==> src/rtl/mem_arbiter.sv <==
// -----------------------------------------------------------------------------
// mem_arbiter
//
// Sole owner of a byte-wide RAM port. It shares the port between the
// instruction-fetch stage (word reads only) and the MEM stage (byte/half/word
// loads and stores). Each request becomes a little-endian run of single-byte
// RAM accesses. Read bytes are assembled into a word, and completion is
// signalled with a one-cycle done pulse.
//
// Handshake: a requester raises req together with its operands and holds all
// of them stable until its done pulse. It drops req no later than the cycle
// after done, because a req that is still high in IDLE counts as a new
// request. Requests are sampled only in IDLE, so there is no preemption.
//
// Ports
//   clk          system clock; all state changes on the rising edge
//   rst          asynchronous active-low reset
//   if_req_i     IF requests a 4-byte read at if_addr_i
//   if_addr_i    IF byte address
//   if_done_o    one-cycle pulse; if_rdata_o is valid
//   if_rdata_o   assembled instruction word
//   mem_req_i    MEM requests an access
//   mem_we_i     1 = store, 0 = load
//   mem_size_i   0 = 1 byte, 1 = 2 bytes, 2/3 = 4 bytes
//   mem_addr_i   MEM byte address
//   mem_wdata_i  store data; byte i = bits [8i+7:8i]
//   mem_done_o   one-cycle pulse; MEM transaction complete
//   mem_rdata_o  load data, raw bytes zero-extended
//   ram_addr_o   RAM byte address
//   ram_we_o     RAM write enable for the current byte
//   ram_wdata_o  RAM write byte
//   ram_rdata_i  RAM read byte, valid one cycle after its address
//   busy_o       high whenever the FSM is not in IDLE
//   state_o      debug view of the FSM state (0 IDLE, 1 READ, 2 WRITE, 3 DONE)
// -----------------------------------------------------------------------------
module mem_arbiter #(
    parameter int ADDR_WIDTH   = 32,
    parameter bit MEM_PRIORITY = 1'b1
) (
    input  logic                  clk,
    input  logic                  rst,
    input  logic                  if_req_i,
    input  logic [ADDR_WIDTH-1:0] if_addr_i,
    output logic                  if_done_o,
    output logic [31:0]           if_rdata_o,
    input  logic                  mem_req_i,
    input  logic                  mem_we_i,
    input  logic [1:0]            mem_size_i,
    input  logic [ADDR_WIDTH-1:0] mem_addr_i,
    input  logic [31:0]           mem_wdata_i,
    output logic                  mem_done_o,
    output logic [31:0]           mem_rdata_o,
    output logic [ADDR_WIDTH-1:0] ram_addr_o,
    output logic                  ram_we_o,
    output logic [7:0]            ram_wdata_o,
    input  logic [7:0]            ram_rdata_i,
    output logic                  busy_o,
    output logic [1:0]            state_o
);

    typedef enum logic [1:0] {
        IDLE  = 2'd0,
        READ  = 2'd1,
        WRITE = 2'd2,
        DONE  = 2'd3
    } state_t;

    localparam logic [ADDR_WIDTH-1:0] ADDR_ONE = {{(ADDR_WIDTH-1){1'b0}}, 1'b1};

    state_t                state;
    logic                  owner_mem;
    logic [ADDR_WIDTH-1:0] next_addr;
    logic [2:0]            len;
    // step = index of the current cycle within the transaction (grant cycle = 0)
    logic [2:0]            step;
    logic [31:0]           wdata_q;
    logic [31:0]           rbuf;

    logic                  grant_mem;
    logic                  grant_if;
    logic [ADDR_WIDTH-1:0] grant_addr;
    logic [2:0]            req_len;
    logic [1:0]            byte_idx;
    logic [31:0]           rd_merged;

    assign state_o = state;

    always_comb begin
        grant_mem  = mem_req_i && (MEM_PRIORITY || !if_req_i);
        grant_if   = if_req_i && !grant_mem;
        grant_addr = grant_mem ? mem_addr_i : if_addr_i;
        case (mem_size_i)
            2'd0:    req_len = 3'd1;
            2'd1:    req_len = 3'd2;
            default: req_len = 3'd4;
        endcase
    end

    // In cycle k (k >= 2), RAM returns the byte addressed in cycle k-1. That is
    // byte k-2 of the word. Merging it combinationally lets the final byte go
    // straight into the registered rdata output on the edge that enters DONE.
    always_comb begin
        byte_idx                        = step[1:0] - 2'd2;
        rd_merged                       = rbuf;
        rd_merged[{byte_idx, 3'b000} +: 8] = ram_rdata_i;
    end

    always_ff @(posedge clk or negedge rst) begin
        if (!rst) begin
            state       <= IDLE;
            owner_mem   <= 1'b0;
            next_addr   <= '0;
            len         <= '0;
            step        <= '0;
            wdata_q     <= '0;
            rbuf        <= '0;
            if_done_o   <= 1'b0;
            if_rdata_o  <= '0;
            mem_done_o  <= 1'b0;
            mem_rdata_o <= '0;
            ram_addr_o  <= '0;
            ram_we_o    <= 1'b0;
            ram_wdata_o <= '0;
            busy_o      <= 1'b0;
        end else begin
            case (state)
                IDLE: begin
                    if_done_o   <= 1'b0;
                    mem_done_o  <= 1'b0;
                    ram_we_o    <= 1'b0;
                    ram_addr_o  <= '0;
                    ram_wdata_o <= '0;
                    if (grant_mem || grant_if) begin
                        owner_mem  <= grant_mem;
                        len        <= grant_mem ? req_len : 3'd4;
                        wdata_q    <= mem_wdata_i;
                        rbuf       <= '0;
                        step       <= 3'd1;
                        busy_o     <= 1'b1;
                        ram_addr_o <= grant_addr;
                        next_addr  <= grant_addr + ADDR_ONE;
                        if (grant_mem && mem_we_i) begin
                            state       <= WRITE;
                            ram_we_o    <= 1'b1;
                            ram_wdata_o <= mem_wdata_i[7:0];
                        end else begin
                            state <= READ;
                        end
                    end else begin
                        busy_o <= 1'b0;
                    end
                end

                READ: begin
                    if (step >= 3'd2) begin
                        rbuf <= rd_merged;
                    end
                    if (step < len) begin
                        ram_addr_o <= next_addr;
                        next_addr  <= next_addr + ADDR_ONE;
                        step       <= step + 3'd1;
                    end else if (step == len) begin
                        // Last address was presented; wait one cycle for its byte.
                        ram_addr_o <= '0;
                        step       <= step + 3'd1;
                    end else begin
                        state <= DONE;
                        if (owner_mem) begin
                            mem_done_o  <= 1'b1;
                            mem_rdata_o <= rd_merged;
                        end else begin
                            if_done_o  <= 1'b1;
                            if_rdata_o <= rd_merged;
                        end
                    end
                end

                WRITE: begin
                    if (step < len) begin
                        ram_addr_o  <= next_addr;
                        next_addr   <= next_addr + ADDR_ONE;
                        ram_wdata_o <= wdata_q[{step[1:0], 3'b000} +: 8];
                        step        <= step + 3'd1;
                    end else begin
                        ram_we_o    <= 1'b0;
                        ram_addr_o  <= '0;
                        ram_wdata_o <= '0;
                        mem_done_o  <= 1'b1;
                        state       <= DONE;
                    end
                end

                DONE: begin
                    if_done_o  <= 1'b0;
                    mem_done_o <= 1'b0;
                    busy_o     <= 1'b0;
                    state      <= IDLE;
                end

                default: begin
                    state  <= IDLE;
                    busy_o <= 1'b0;
                end
            endcase
        end
    end

endmodule
==> config.mk <==
export PLATFORM = sky130hd
export DESIGN_NAME = mem_arbiter
export DESIGN_NICKNAME = d
export VERILOG_FILES = /design/src/rtl/mem_arbiter.sv
export SDC_FILE = /design/constraint.sdc
export NUM_CORES = 1
export LEC_CHECK = 0
export ABC_AREA = 1
export CAP_MARGIN = 15
export CORE_AREA = 2 2 152 154
export DETAILED_ROUTE_END_ITERATION = 8
export DIE_AREA = 0 0 154 156
export PLACE_DENSITY = 0.74
export RECOVER_POWER = 100
export SLEW_MARGIN = 20
export SYNTH_ARGS = -nofsm -noshare
export SYNTH_HDL_FRONTEND = slang
export SYNTH_SLANG_ARGS = --single-unit
==> constraint.sdc <==
create_clock -name clk -period 8.35 [get_ports clk]
set_input_delay 1.67 -clock clk [delete_from_list [all_inputs] [get_ports clk]]
set_output_delay 1.67 -clock clk [all_outputs]
set_load 0.005 [all_outputs]
# Word-level counts from Yosys, hierarchy flattened
# Index checks and enable logic that the tools add are counted.
[totals]
register_bits = 213
out_inout_bits = 110
[classes]
n_addsub = 5
magnitude_cmp = 2
n_eq_ne = 15
shift = 3
mux = 45
bitwise = 3
reduce_logical = 25
[ops]
columns = ["cell", "n"]
rows = [
  ["$mux W32", 9],
  ["$pmux W32 S2", 2],
  ["$pmux W32 S3", 1],
  ["$add A32 B1 Y32 const B", 2],
  ["$bwmux W32", 1],
  ["$shift A8 B7 Y32 const A", 1],
  ["$shiftx A32 B6 Y8", 1],
  ["$shiftx A8 B7 Y32", 1],
  ["$mux W8", 3],
  ["$reduce_and A4 Y1", 6],
  ["$ne A2 B2 Y1 const B", 8],
  ["$pmux W8 S2", 1],
  ["$mux W3", 5],
  ["$mux W1", 11],
  ["$mux W2", 5],
  ["$reduce_bool A2 Y1", 5],
  ["$pmux W3 S3", 1],
  ["$pmux W2 S4", 1],
  ["$neg A5 Y7", 1],
  ["$pmux W1 S2", 3],
  ["$pmux W3 S2", 1],
  ["$reduce_and A2 Y1", 3],
  ["$reduce_and A3 Y1", 2],
  ["$eq A2 B1 Y1 const B", 2],
  ["other kinds (16)", 22],
]

# Depth between registers and ports, before layout
# Gate-level depths: netlist of run 1.
[depth]
depth_word = 6
mapped_depth = 16
mapped_depth_nobuf = 14

# Worst setup path after synthesis of run 1
# Ideal clock, no wire load.
[synth_path]
path_kind = "input to register"
from = "input mem_req_i"
to = "register next_addr[20]"
setup_time_ns = 0.117
arrival_time_ns = 2.894
required_time_ns = 8.233
path_slack_ns = 5.339
path_stages = 14
n_path_buf = 1
path_cell_list = "buf_6 -> inv_4 -> nand2_1 -> nand2_1 -> nand2_1 -> nand2_1 -> ha_1 -> inv_1 -> nor2_2 -> nand2_2 -> nor2_4 -> nand3_1 -> nand3_1 -> nand2_1"
[synth_between]
elab_chain_len = 5
word_cells_on_any_way = 9
cone_classes = "add/sub (1); eq/ne (1); mux (3); reduce/logical (4)"
[synth_rtl]
columns = ["element", "line_no", "text"]
rows = [
  ["from (decl)", "46", "input logic mem_req_i,"],
  ["parallel branches: the longest is 5 deep, another holds $add A32 B1 Y32", "--", ""],
  ["to (signal assigned)", "141", "next_addr <= grant_addr + ADDR_ONE;"],
  ["to (signal assigned)", "160", "next_addr <= next_addr + ADDR_ONE;"],
  ["to (signal assigned)", "181", "next_addr <= next_addr + ADDR_ONE;"],
  ["to (decl)", "72", "logic [ADDR_WIDTH-1:0] next_addr;"],
]
# Several ways; the timed one is not identified. The select of a mux whose other input is x is not followed.
# A chain may end at the register's enable or synchronous reset.

# Worst setup path after layout of run 1
[layout_path]
from = "input mem_req_i"
to = "register wdata_q[18]"
[layout_between]
elab_chain_len = 4
[layout_rtl]
columns = ["element", "line_no", "text"]
rows = [
  ["$logic_not A1 Y1", "90", "grant_if = if_req_i && !grant_mem;"],
  ["$logic_and A1 B1 Y1", "90", ""],
  ["$logic_or A1 B1 Y1 (*)", "133", "if (grant_mem || grant_if) begin"],
  ["$reduce_and A2 Y1 (no line) (*)", "--", ""],
  ["to (signal assigned)", "136", "wdata_q <= mem_wdata_i;"],
  ["to (decl)", "76", "logic [31:0] wdata_q;"],
]
# Every way passes the cells marked *; elsewhere a longest branch is shown, timed or not.

==> metrics.txt, run 1 <==
status finished, violations left; failing checks capacitance limit, slew limit; drt via density 5.23; Worst setup SP type primary input; # setup viols final 0; register share of total power 31.1%; chip width 154 um; GP Congestion 0.939; Highest Clock Rate 168 MHz; DIE AREA 24,000 sq um; Post-synth EDFFs 0; worst-path fanout max 43; Clk pin slew, worst setup/hold paths 60 ps; largest family of logic cells by synthesized area simple AND/OR/NAND/NOR gates; layout cells sized above 1 6.72%; area of the multi-input gates 4680 sq um; commonest non-fill, non-tap cell in the layout nand2_1; Post-synth ARST share 100%; Fin Hold WS 465 ps; layout filler cell count 1,949; number of global-route vias before repair 9,711; Root Buffer Master clkbuf_16; Worst Hold Class reg2reg; hpwl dp 20,300 um; P&R area growth vs syn 27.7%; final slew viol count 261; Period minus WS final 5960 ps; fin crit share 71.4%; PortBufs 220; FP Rows 55; core box area 22,400 sq um; GRT overflow 0; Final Hold Vio Count 0; Worst Path Required 8760 ps; io pins 221; DR vias 9,980; Setup Skew 17.6 ps; drt drc 0; final worst slack 2390 ps; leakage power 6.84 nW; syn avg cell area 7.76 sq um; WL final 29,300 um; Pint 3.17 mW; n_diodes 0; switching share of power 42.5%; Power, Total 5.52 mW; Clock Sinks 213; cts repair resizes 0; Synth warnings 0; worst slew pin tran 3670 ps; Max Cap Viol 6; met3 GRT Util 4.03%; Reg area 5330 sq um; Setup Buffers After CTS 0; Synth Area in Compound Gates 10.8%; Synth Area in Adders 1.48%; Switching Power 2.35 mW; xor/xnor cell area share of the yosys netlist 0.957%; largest net degree at the start of global routing 95; global-route wire length before repair 48,500 um; M2 GR Usage 40.4%; DR pass1 iterations 5; Max-slew headroom -144%; Seq cells post-synth 213; nets 1,730; clock buffer depth 3; critical path class in2reg; initial detailed-routing violation count 653; peak supply drop 0.000246 V; H-tree levels 1; CTS tree yes; most frequent cells in the layout nand2_1, dfrtp_1, inv_1; crit end category flop; RSZ-0062 raised after global routing false; GR Layer Usage met1 32.9%; total CTS buffers 23; Main synth FF type dfrtp_1; Comb power frac 50.8%; WP data arrival 6370 ps; Avg WL per Cell 15.4 um; Netlist cell types 37; Synth Area in Simple Gates 26.1%; Die Ht 156 um; Worst-Skew Late Latency 530 ps; antenna violations before repair 1; placed instance count 1,866; GRT Total Usage 24.6%; sum of negative setup slack 0 ps; layer with the highest usage met2; non-filler cells, final 1,907; cell count after synthesis 1,415; Mapped Area 11,000 sq um; Mapped Nets 1,539; ANT nets after route 0; clock power share 18.2%; sequential area share after synthesis 48.5%; Placement Setup Slack 3620 ps; Initial Utilization 49.1%; post-cts hold buffer count 0; post-synthesis mux area share 3.28%; Pwr per Cell Area 394 nW/um^2
## routing by layer
metal | part of all wire (%) | wire length, um | vias up
met2 | 47 | 13900 | 311
met5 | 0.048 | 14 | -
li1 | - | - | 4889
met4 | 3.6 | 1060 | 2
met3 | 5.8 | 1690 | 66
met1 | 43 | 12600 | 4712
## area by class of cell
type                            count  share of cell area [%]
Clock inverter                      3                   0.393
Inverter                          172                    4.62
Multi-Input combinational cell    964                    33.3
Timing Repair Buffer              232                    16.2
Sequential cell                   213                    38.0
Clock buffer                       38                    4.86
Tap cell                          285                    2.54
## power groups by stage
stage               combinational, mW  sequential (mW)  clock (mW)
floorplan                        1.89             1.68           0
global placement                 2.82             1.73           0
detailed placement               2.92             1.73           0
CTS                              2.94             1.72        1.02
global route                     3.15             1.77        1.06
finish                           2.80             1.71        1.00
## worst paths after layout
path | startpoint | slack, ps | cells after the start | end
setup / recovery | mem_req_i | 2390 | 8 | wdata_q[18]
max in group asynchronous | rst | 3190 | 2 | next_addr[16]
setup reg to reg | step[0] | 2470 | 12 | mem_rdata_o[22]
hold reg to reg | mem_rdata_o[13] | 470 | 2 | mem_rdata_o[13]
min in group asynchronous | rst | 1210 | 1 | mem_rdata_o[7]
hold / removal | mem_rdata_o[13] | 470 | 2 | mem_rdata_o[13]
## per-stage QoR
step / utilization [%] / instance area (sq um)
final: 62.7 / 14000
after floorplan: - / 11000
after global routing: 62.7 / 14000
after detailed placement: 59.7 / 13400
after CTS: 63.0 / 14100
after global placement: 59.6 / 13300
## kinds of logic (layout without fill, tap and decap cells)
family,count (synthesis),after routing
flops,213,213
mux,32,32
fa+ha+maj,13,13
compound gates,210,210
xor+xnor,12,12
simple gates,697,697
buf+inv,238,445
## worst max-delay path, stage by stage
cell and delay, ps:
dlygate4sd3_1 520, buf_4 370, nor2_1 650, nor2_2 280, clkbuf_1 1280, clkinv_1 1210, nand2_1 270, nand2_1 80
## registers in the layout (all words and copies together), names as in the netlist
register,cells
ram_wdata_o,8
next_addr,32
mem_done_o,1
if_rdata_o,32
len,3
owner_mem,1
wdata_q,32
state_o,2
rbuf,32
step,3
ram_we_o,1
if_done_o,1
ram_addr_o,32
busy_o,1
mem_rdata_o,32
## Yosys cell counts (12+ instances only)
master | number | area share, %
nand3_1 | 79 | 3.6
nand2_2 | 15 | 0.85
nor2_2 | 12 | 0.68
clkbuf_1 | 38 | 1.3
buf_2 | 16 | 0.73
nand2_1 | 509 | 17
inv_1 | 167 | 5.7
a21oi_1 | 12 | 0.55
mux2_2 | 32 | 3.3
ha_1 | 13 | 1.5
nor2_1 | 66 | 2.3
o22ai_1 | 81 | 4.6
o21ai_0 | 94 | 4.3
dfrtp_1 | 213 | 49
Power figures use the tool's default switching activity.
==> inputs of run 2 (changes only) <==
Clock period 8.35 ns to 5.6 ns, I/O delays scaled along.
==> metrics.txt, run 2 (synthesis results as in run 1) <==
clock buffer depth 3 (unchanged); Power, Total 8.14 mW (was 5.52 mW); number of global-route vias before repair 9,585 (was 9,711); Fin Hold WS 465 ps (about the same); Period minus WS final 4480 ps; Pwr per Cell Area 582 nW/um^2 (was 394 nW/um^2); post-cts hold buffer count 0 (unchanged); fin crit share 80.0%; io pins 221 (unchanged); most frequent cells in the layout nand2_1, dfrtp_1, inv_1 (unchanged); final cell utilization of the core 62.5% (was 62.7%); antenna violations before repair 1 (unchanged); Non-Filler Cell Area, Final 14,000 sq um (about the same); Worst setup SP type primary input (unchanged); FP Rows 55 (unchanged); R2R cell count 9 (was 12); DR vias 10,000 (was 9,980); Setup Buffers After CTS 0 (unchanged); worst-path fanout max 35 (was 43); Highest Clock Rate 223 MHz; worst slew pin tran 2870 ps (was 3670 ps); Max-slew headroom -91.4% (was -144%); DR pass1 iterations 6 (was 5); Initial Utilization 49.1% (unchanged); # setup viols final 0 (unchanged); PortBufs 220 (unchanged); GP Congestion 0.924 (was 0.939); status finished, violations left (unchanged); largest net degree at the start of global routing 117 (was 95); n_diodes 0 (unchanged); drt via density 5.25 (was 5.23); Root Buffer Master clkbuf_16 (unchanged); crit end category flop (unchanged); Switching Power 3.49 mW (was 2.35 mW); chip width 154 um (unchanged); initial detailed-routing violation count 633 (was 653); Hold Crit Depth 2 (unchanged); Final Hold Vio Count 0 (unchanged); sum of negative setup slack 0 ps (unchanged); clock power share 17.0% (was 18.2%); WP data arrival 4920 ps (was 6370 ps); WL final 29,100 um (was 29,300 um); hpwl dp 20,200 um (was 20,300 um); cts repair resizes 0 (unchanged); switching share of power 42.8% (was 42.5%); Max Cap Viol 4 (was 6); Worst Path Required 6040 ps (was 8760 ps); DP Area 13,400 sq um (about the same); leakage power 6.84 nW (about the same); commonest non-fill, non-tap cell in the layout nand2_1 (unchanged); Clk pin slew, worst setup/hold paths 60 ps (about the same); core box area 22,400 sq um (unchanged); GRT overflow 0 (unchanged); final worst slack 1120 ps (was 2390 ps); nets 1,732 (was 1,730); total CTS buffers 23 (unchanged); placed instance count 1,868 (was 1,866); RSZ-0062 raised after global routing false (unchanged); CTS tree yes (unchanged); critical path class in2reg (unchanged); Pint 4.65 mW (was 3.17 mW); failing checks capacitance limit, slew limit (unchanged); register share of total power 31.3% (was 31.1%); Worst-Skew Late Latency 500 ps (was 530 ps); GRT Total Usage 24.2% (was 24.6%); H-tree levels 1 (unchanged); drt drc 0 (unchanged); peak supply drop 0.000384 V (was 0.000246 V); Die Ht 156 um (unchanged); Placement Setup Slack 1790 ps (was 3620 ps); area of the multi-input gates 4690 sq um (was 4680 sq um); DIE AREA 24,000 sq um (unchanged); Setup Skew 14.8 ps (was 17.6 ps); P&R area growth vs syn 27.4% (was 27.7%); Clock Sinks 213 (unchanged); Avg WL per Cell 15.2 um (was 15.4 um); layout cells sized above 1 6.97% (was 6.72%); Comb power frac 51.7% (was 50.8%); non-filler cells, final 1,907 (unchanged); layout filler cell count 1,963 (was 1,949); Worst Hold Class reg2reg (unchanged); ANT nets after route 0 (unchanged); final slew viol count 239 (was 261); Reg area 5330 sq um (unchanged); global-route wire length before repair 47,900 um (was 48,500 um)
[run 2: changes by cell type in the layout (fill, tap and decap cells not counted), sizes merged]
cell,previous run,this run
bufinv,1,0
clkinv,3,9
inv,171,170
clkbuf,45,38
buf,6,8
clkinvlp,0,1
[run 2: layout make-up]
type | instances | area share [%]
sequential | 213 | 38.1
multi-input combinational | 964 | 33.6
inverter | 172 | 4.63
timing repair buffer | 234 | 16.3
clock inverter | 8 | 0.304
clock buffer | 31 | 4.54
tap | 285 | 2.55
[run 2: worst max-delay path, cell delays in order]
cell and delay, ps:
dlygate4sd3_1 590, clkbuf_1 1250, inv_4 400, nand2_1 170, nand3_1 110, nand2_1 130, ha_1 180, inv_1 80
nor2_2 170, nand2_2 140, nor2_1 210, xor2_1 170, nand2_1 60, nand2_1 90
[run 2: path summary, 6_finish.rpt]
| kind | start | endpoint | slack, ps |
|---|---|---|---|
| worst max-delay path | mem_req_i | next_addr[12] | 1120 |
| min in group asynchronous | rst | mem_rdata_o[7] | 1540 |
| worst min register to register | wdata_q[16] | wdata_q[16] | 460 |
| max in group asynchronous | rst | rbuf[16] | 1530 |
| worst min-delay path | wdata_q[16] | wdata_q[16] | 460 |
| worst max register to register | step[0] | ram_addr_o[18] | 1460 |
[run 2: routing by layer]
metal,vias up,share of wire [%],wire length [um],track usage [%]
li1,4895,-,-,-
met1,4702,44,12800,32.7
met2,353,48,13800,40.4
met3,55,5.6,1630,3.31
met4,2,2.8,818,8.37
met5,-,0.045,13,0
[run 2: power by group through the flow]
stage / Clock (mW) / Combinational (mW) / Sequential, mW
floorplan: 0 / 2.81 / 2.51
global placement: 0 / 4.24 / 2.57
detailed placement: 0 / 4.33 / 2.58
CTS: 1.42 / 4.36 / 2.56
global route: 1.48 / 4.73 / 2.63
finish: 1.39 / 4.21 / 2.55
